$ cat src/rtl/sdram_cmd_monitor.sv
// Passive SDRAM command-bus monitor. It decodes every sampled command,
// tracks per-bank open/row state and the time since each bank's ACT, and
// counts refreshes while watching the refresh interval. It also predicts
// rd_valid from the CAS latency and latches protocol violations into sticky
// error flags. It only observes the bus and never drives it.
module sdram_cmd_monitor #(
  parameter int NUM_BANKS = 4,
  parameter int BA_W      = 2,
  parameter int ADDR_W    = 13,
  parameter int RFSH_W    = 12,
  parameter int CNT_W     = 16
) (
  input  logic                        clk,
  input  logic                        reset,
  input  logic                        cke,
  input  logic                        cs_n,
  input  logic                        ras_n,
  input  logic                        cas_n,
  input  logic                        we_n,
  input  logic [BA_W-1:0]             ba,
  input  logic [ADDR_W-1:0]           addr,
  input  logic [2:0]                  cfg_cas,
  input  logic [3:0]                  cfg_trcd,
  input  logic [RFSH_W-1:0]           cfg_rfsh_max,
  input  logic                        rd_valid,
  input  logic                        err_clear,
  output logic                        cmd_valid,
  output logic [2:0]                  cmd_code,
  output logic [NUM_BANKS-1:0]        bank_open,
  output logic [CNT_W-1:0]            refresh_count,
  output logic                        rd_valid_exp,
  output logic [6:0]                  err_flags,
  // Debug view of the stored row per bank, bank b at [b*ADDR_W +: ADDR_W].
  output logic [NUM_BANKS*ADDR_W-1:0] bank_row
);

  typedef enum logic [2:0] {
    CMD_NOP = 3'd0,
    CMD_ACT = 3'd1,
    CMD_RD  = 3'd2,
    CMD_WR  = 3'd3,
    CMD_PRE = 3'd4,
    CMD_REF = 3'd5,
    CMD_MRS = 3'd6,
    CMD_BST = 3'd7
  } cmd_e;

  cmd_e                 cmd_d, cmd_q;
  logic [NUM_BANKS-1:0] open_d, open_q;
  logic [ADDR_W-1:0]    row_d [NUM_BANKS];
  logic [ADDR_W-1:0]    row_q [NUM_BANKS];
  logic [3:0]           since_d [NUM_BANKS];
  logic [3:0]           since_q [NUM_BANKS];
  logic [RFSH_W-1:0]    rfsh_cnt_d, rfsh_cnt_q;
  logic                 armed_d, armed_q;
  logic [CNT_W-1:0]     ref_count_d, ref_count_q;
  logic [7:0]           pipe_d, pipe_q;
  logic                 rd_exp_d, rd_exp_q;
  logic [6:0]           err_set, err_d, err_q;

  logic is_act, is_rd, is_wr, is_pre, is_ref, is_mrs;
  logic sel_open, trcd_bad;

  // Decode the sampled bus into a command code.
  always_comb begin
    cmd_d = CMD_NOP;
    if (cke && !cs_n) begin
      case ({ras_n, cas_n, we_n})
        3'b011:  cmd_d = CMD_ACT;
        3'b101:  cmd_d = CMD_RD;
        3'b100:  cmd_d = CMD_WR;
        3'b010:  cmd_d = CMD_PRE;
        3'b001:  cmd_d = CMD_REF;
        3'b000:  cmd_d = CMD_MRS;
        3'b110:  cmd_d = CMD_BST;
        default: cmd_d = CMD_NOP;
      endcase
    end
  end

  assign is_act = (cmd_d == CMD_ACT);
  assign is_rd  = (cmd_d == CMD_RD);
  assign is_wr  = (cmd_d == CMD_WR);
  assign is_pre = (cmd_d == CMD_PRE);
  assign is_ref = (cmd_d == CMD_REF);
  assign is_mrs = (cmd_d == CMD_MRS);

  // Error checks look at bank state from before this cycle's update.
  always_comb begin
    sel_open   = open_q[ba];
    trcd_bad   = ({1'b0, since_q[ba]} + 5'd1) < {1'b0, cfg_trcd};
    err_set    = '0;
    err_set[0] = (is_rd || is_wr) && !sel_open;
    err_set[1] = is_act && sel_open;
    err_set[2] = (is_ref || is_mrs) && (|open_q);
    err_set[3] = (is_rd || is_wr) && trcd_bad;
    err_set[4] = armed_q && (rfsh_cnt_q > cfg_rfsh_max);
    err_set[5] = (rd_valid != rd_exp_q);
    err_set[6] = is_rd && (cfg_cas == 3'd0);
    // A new violation wins over a simultaneous clear.
    err_d      = (err_q & ~{7{err_clear}}) | err_set;
  end

  // Per-bank open flags, stored rows and ACT-age counters.
  always_comb begin
    open_d = open_q;
    for (int b = 0; b < NUM_BANKS; b++) begin
      row_d[b]   = row_q[b];
      since_d[b] = (since_q[b] == 4'hF) ? since_q[b] : since_q[b] + 4'd1;
      if (is_act && (ba == BA_W'(b))) begin
        since_d[b] = '0;
        open_d[b]  = 1'b1;
        row_d[b]   = addr;
      end
    end
    if (is_pre) begin
      if (addr[10]) open_d = '0;
      else          open_d[ba] = 1'b0;
    end
  end

  // Refresh interval, refresh count and read-valid prediction.
  always_comb begin
    rfsh_cnt_d  = is_ref ? '0 :
                  ((&rfsh_cnt_q) ? rfsh_cnt_q : rfsh_cnt_q + RFSH_W'(1));
    armed_d     = armed_q | is_ref;
    ref_count_d = is_ref ? ref_count_q + CNT_W'(1) : ref_count_q;
    // A bit loaded at index cas reaches the output register cas+1 edges later.
    pipe_d      = {1'b0, pipe_q[7:1]};
    if (is_rd) pipe_d[cfg_cas] = 1'b1;
    rd_exp_d    = pipe_q[0];
  end

  // State registers; reset discards every in-flight item.
  always_ff @(posedge clk or posedge reset) begin
    if (reset) begin
      cmd_q       <= CMD_NOP;
      open_q      <= '0;
      rfsh_cnt_q  <= '0;
      armed_q     <= 1'b0;
      ref_count_q <= '0;
      pipe_q      <= '0;
      rd_exp_q    <= 1'b0;
      err_q       <= '0;
      for (int b = 0; b < NUM_BANKS; b++) begin
        row_q[b]   <= '0;
        since_q[b] <= '0;
      end
    end else begin
      cmd_q       <= cmd_d;
      open_q      <= open_d;
      rfsh_cnt_q  <= rfsh_cnt_d;
      armed_q     <= armed_d;
      ref_count_q <= ref_count_d;
      pipe_q      <= pipe_d;
      rd_exp_q    <= rd_exp_d;
      err_q       <= err_d;
      for (int b = 0; b < NUM_BANKS; b++) begin
        row_q[b]   <= row_d[b];
        since_q[b] <= since_d[b];
      end
    end
  end

  // Flatten stored rows for the debug output.
  always_comb begin
    bank_row = '0;
    for (int b = 0; b < NUM_BANKS; b++) begin
      bank_row[b*ADDR_W +: ADDR_W] = row_q[b];
    end
  end

  assign cmd_code      = cmd_q;
  assign cmd_valid     = (cmd_q != CMD_NOP);
  assign bank_open     = open_q;
  assign refresh_count = ref_count_q;
  assign rd_valid_exp  = rd_exp_q;
  assign err_flags     = err_q;

endmodule

$ cat config.mk
export PLATFORM = sky130hd
export DESIGN_NAME = sdram_cmd_monitor
export DESIGN_NICKNAME = d
export VERILOG_FILES = /design/src/rtl/sdram_cmd_monitor.sv
export SDC_FILE = /design/constraint.sdc
export NUM_CORES = 1
export LEC_CHECK = 0
export BUFFER_PORTS_ARGS = -buffer_cell sky130_fd_sc_hd__buf_2
export CAP_MARGIN = 20
export CORE_UTILIZATION = 54
export DETAILED_ROUTE_END_ITERATION = 6
export PLACE_DENSITY_LB_ADDON = 0.08
export SYNTH_ARGS = -nofsm -noshare
export SYNTH_HDL_FRONTEND = slang
export SYNTH_SLANG_ARGS = --single-unit
export TNS_END_PERCENT = 10
$ cat constraint.sdc
create_clock -name clk -period 5.3 [get_ports clk]
set_clock_uncertainty 0.05 [all_clocks]
set_input_delay 0.795 -clock clk [delete_from_list [all_inputs] [get_ports clk]]
set_output_delay 0.795 -clock clk [all_outputs]
set_load 0.05 [all_outputs]
==> key figures <==
Detailed routing
  • Vias per cell: 5.44
  • Routed Antenna Nets: 0
  • Routed WL: 11.6 mm
  • Via count: between 4k and 5k
  • DR DRC count: 0
  • Routed len/inst: 15.4 µm
  • DRT iter0 DRCs: 184
  • Drt first pass iters: 4

Synth
  • Yosys warning count: 0
  • Post-synth ARST share: 100%
  • Library cells used by synthesis: 45
  • FF+latch count, synth: 120
  • Dominant synthesized flop cell: dfrtp_1
  • Syn Inst Count: around 470
  • Syn_nets: 534
  • Syn_area_per_cell: approximately 12 µm²
  • Mapped Area: 5580 µm²
  • Seq/Total Area, Yosys: 53.8%
  • EDFF count, synth: 0

Worst setup path
  • WP data arrival: 2.90 ns
  • Nature of the critical path endpoint: register
  • CP Max Fanout: 10
  • Setup crit start kind: input port
  • Critical path class: in -> reg
  • CP required: 5.69 ns

Global routing
  • Vias in the first global route: 4104
  • Pin count of the biggest net entering global routing: 85
  • GRT Overall Usage: 23.1%
  • First-pass GRT wire length: a little under 20 mm
  • Initial antenna violation count: 0
  • Total global routing overflow: 0

Power
  • Power after layout: between 3 and 4 mW
  • P_sw: 1.19 mW
  • Cell Int Power: 2.18 mW
  • Pwr dens: between 400 and 500 nW/µm²
  • Clock power frac: roughly a third
  • Max rail drop VDD: approximately 370 µV
  • Seq pwr share: 38.1%
  • Gate power share: 28.5%
  • P_leak: 3.53 nW
  • Switching Share: 35.3%

Timing
  • Worst-margin pin slew: 0.936 ns
  • Final setup violation count: 0
  • Setup TNS: 0 ns
  • Fin. max-slew vios: 0
  • Worst slew margin: 37.4%
  • Final Hold Vio Count: 0
  • RSZ-0062 raised after global routing: no
  • Final min period: 2.51 ns
  • Max Clk Rate: 398 MHz
  • Crit share post-route: 47.4%

Floorplanning
  • Starting Density: 56.4%
  • Die H: 104 µm
  • Die area: roughly 11000 µm²
  • Top-level I/O count: 127
  • Core region area: 9910 µm²
  • Die Wd: 104 µm
  • Std-Cell Rows: 36

Min path
  • HP Class: in -> async

Cells and area
  • End-of-flow core utilization: 70.2%
  • Antenna diodes: 0
  • Most frequent cells in the layout: buf_2, dfrtp_1, mux2_2
  • Leading cell type in the layout, fill and taps excluded: buf_2
  • Final Net Count: 673
  • Proportion of layout cells with a drive suffix above 1: approximately 37%
  • Syn-to-layout area delta: 24.6%
  • Design area: 6960 µm²

Clocking
  • Clock sink total: 120
  • Clock transition at path regs: 0.06 ns
  • CTS tree: yes
  • Hold buffer count at CTS: 0
  • Clock root cell: clkbuf_8
  • H-tree Lvls: 4
  • Maximum clock insertion buffer count: 2
  • Post-CTS Resized: 0
  • Setup Fix Bufs, Post-CTS: 0
  • Number of buffers created by CTS: 17
  • Clk_lat worst skew: 0.51 ns

Run status
  • Status: finished clean

Placement
  • DP Wirelength: 8.06 mm
  • Routability Congestion: 0.804
  • Number of buffers added on ports: 126
  • Cell Area, Placed: 6340 µm²

Job
  • Max-cap violations: 0
==> cells in the mapped netlist (4+ instances only) <==
| master | number | share of area, % |
|---|---|---|
| nor3_1 | 17 | 1.5 |
| nor3b_1 | 5 | 0.67 |
| xor2_1 | 9 | 1.4 |
| nand4_1 | 11 | 1.2 |
| nand2_1 | 21 | 1.4 |
| dfrtp_1 | 120 | 54 |
| o21ai_0 | 7 | 0.63 |
| nand3_1 | 21 | 1.9 |
| nand2b_1 | 7 | 0.78 |
| a31oi_1 | 7 | 0.78 |
| xnor2_1 | 18 | 2.8 |
| nor2_1 | 43 | 2.9 |
| o21bai_1 | 5 | 0.67 |
| inv_1 | 26 | 1.7 |
| buf_2 | 4 | 0.36 |
| mux2i_1 | 6 | 1.1 |
| ha_1 | 22 | 4.9 |
| a21oi_1 | 9 | 0.81 |
| mux4_2 | 5 | 2.0 |
| mux2_2 | 53 | 11 |
| or3_1 | 5 | 0.56 |
==> worst max-delay path, stage by stage <==
cell and delay, ns:
buf_2 0.26, mux4_2 0.59, ha_1 0.23, xor2_1 0.17, ha_1 0.29, a21o_1 0.16, a211oi_1 0.24, a22o_1 0.16
==> per-stage QoR <==
stage | cells | setup WS, ns | hold slack, ns
global route | 754 | 2.63 | 0.204
CTS | 753 | 2.77 | 0.303
detailed placement | 721 | 2.25 | 0.290
finish | 754 | 2.79 | 0.205
floorplan | 469 | 1.27 | 0.281
global placement | 721 | 2.28 | 0.286
==> cells by family after synthesis <==
family | synth area share [%]
AOI/OAI and AO/OA | 5.80
muxes | 13.8
and+or+nand+nor | 14.8
adders and majority gates | 4.93
DFF | 53.8
buffers and inverters | 2.71
xor gates and xnor gates | 4.23
==> area by class of cell <==
| class | count | area (µm²) |
|---|---|---|
| Sequential cell | 120 | 3000 |
| Tap cell | 133 | 166 |
| Clock buffer | 20 | 435 |
| Inverter | 26 | 100 |
| Timing Repair Buffer | 129 | 673 |
| Multi-Input combinational cell | 314 | 2430 |
| Clock inverter | 12 | 151 |
| Fill cell | 738 | 2950 |
==> power by group through the flow <==
| stage | Combinational (mW) | Sequential, mW | Clock (mW) |
|---|---|---|---|
| finish | 0.959 | 1.28 | 1.13 |
| global route | 1.06 | 1.32 | 1.20 |
| CTS | 0.967 | 1.28 | 1.15 |
| detailed placement | 0.959 | 1.29 | 0 |
| global placement | 0.917 | 1.29 | 0 |
| floorplan | 0.499 | 1.51 | 0 |
==> metal layers <==
metal / GRT usage, % / part of all wire (%) / routed length, µm / vias to the layer above
met3: 7.11 / 5.2 / 607 / 15
met1: 29.9 / 46 / 5310 / 2030
li1: - / - / - / 1948
met2: 37.0 / 48 / 5540 / 112
met5: 0 / 0 / 0 / -
met4: 7.76 / 1.2 / 136 / 0
==> flip-flops by register name, indices dropped and copies added (netlist names) <==
signal         cells
err_flags          7
rd_valid_exp       1
armed_q            1
bank_row          52
pipe_q             8
bank_open          4
cmd_code           3
refresh_count     16
since_q           16
rfsh_cnt_q        12
==> path summary, 6_finish.rpt <==
path / end / cells after the start / slack [ns] / from
max: err_flags[3] / 8 / 2.79 / ba[0]
min: refresh_count[10] / 2 / 0.21 / reset
max reg2reg: err_flags[3] / 7 / 2.97 / since_q[4]
min reg2reg: rd_valid_exp / 0 / 0.30 / pipe_q[0]
max in group asynchronous: bank_row[36] / 4 / 3.89 / reset
min in group clk: rd_valid_exp / 0 / 0.30 / pipe_q[0]
Note: power is estimated with default switching activity, not from simulation.
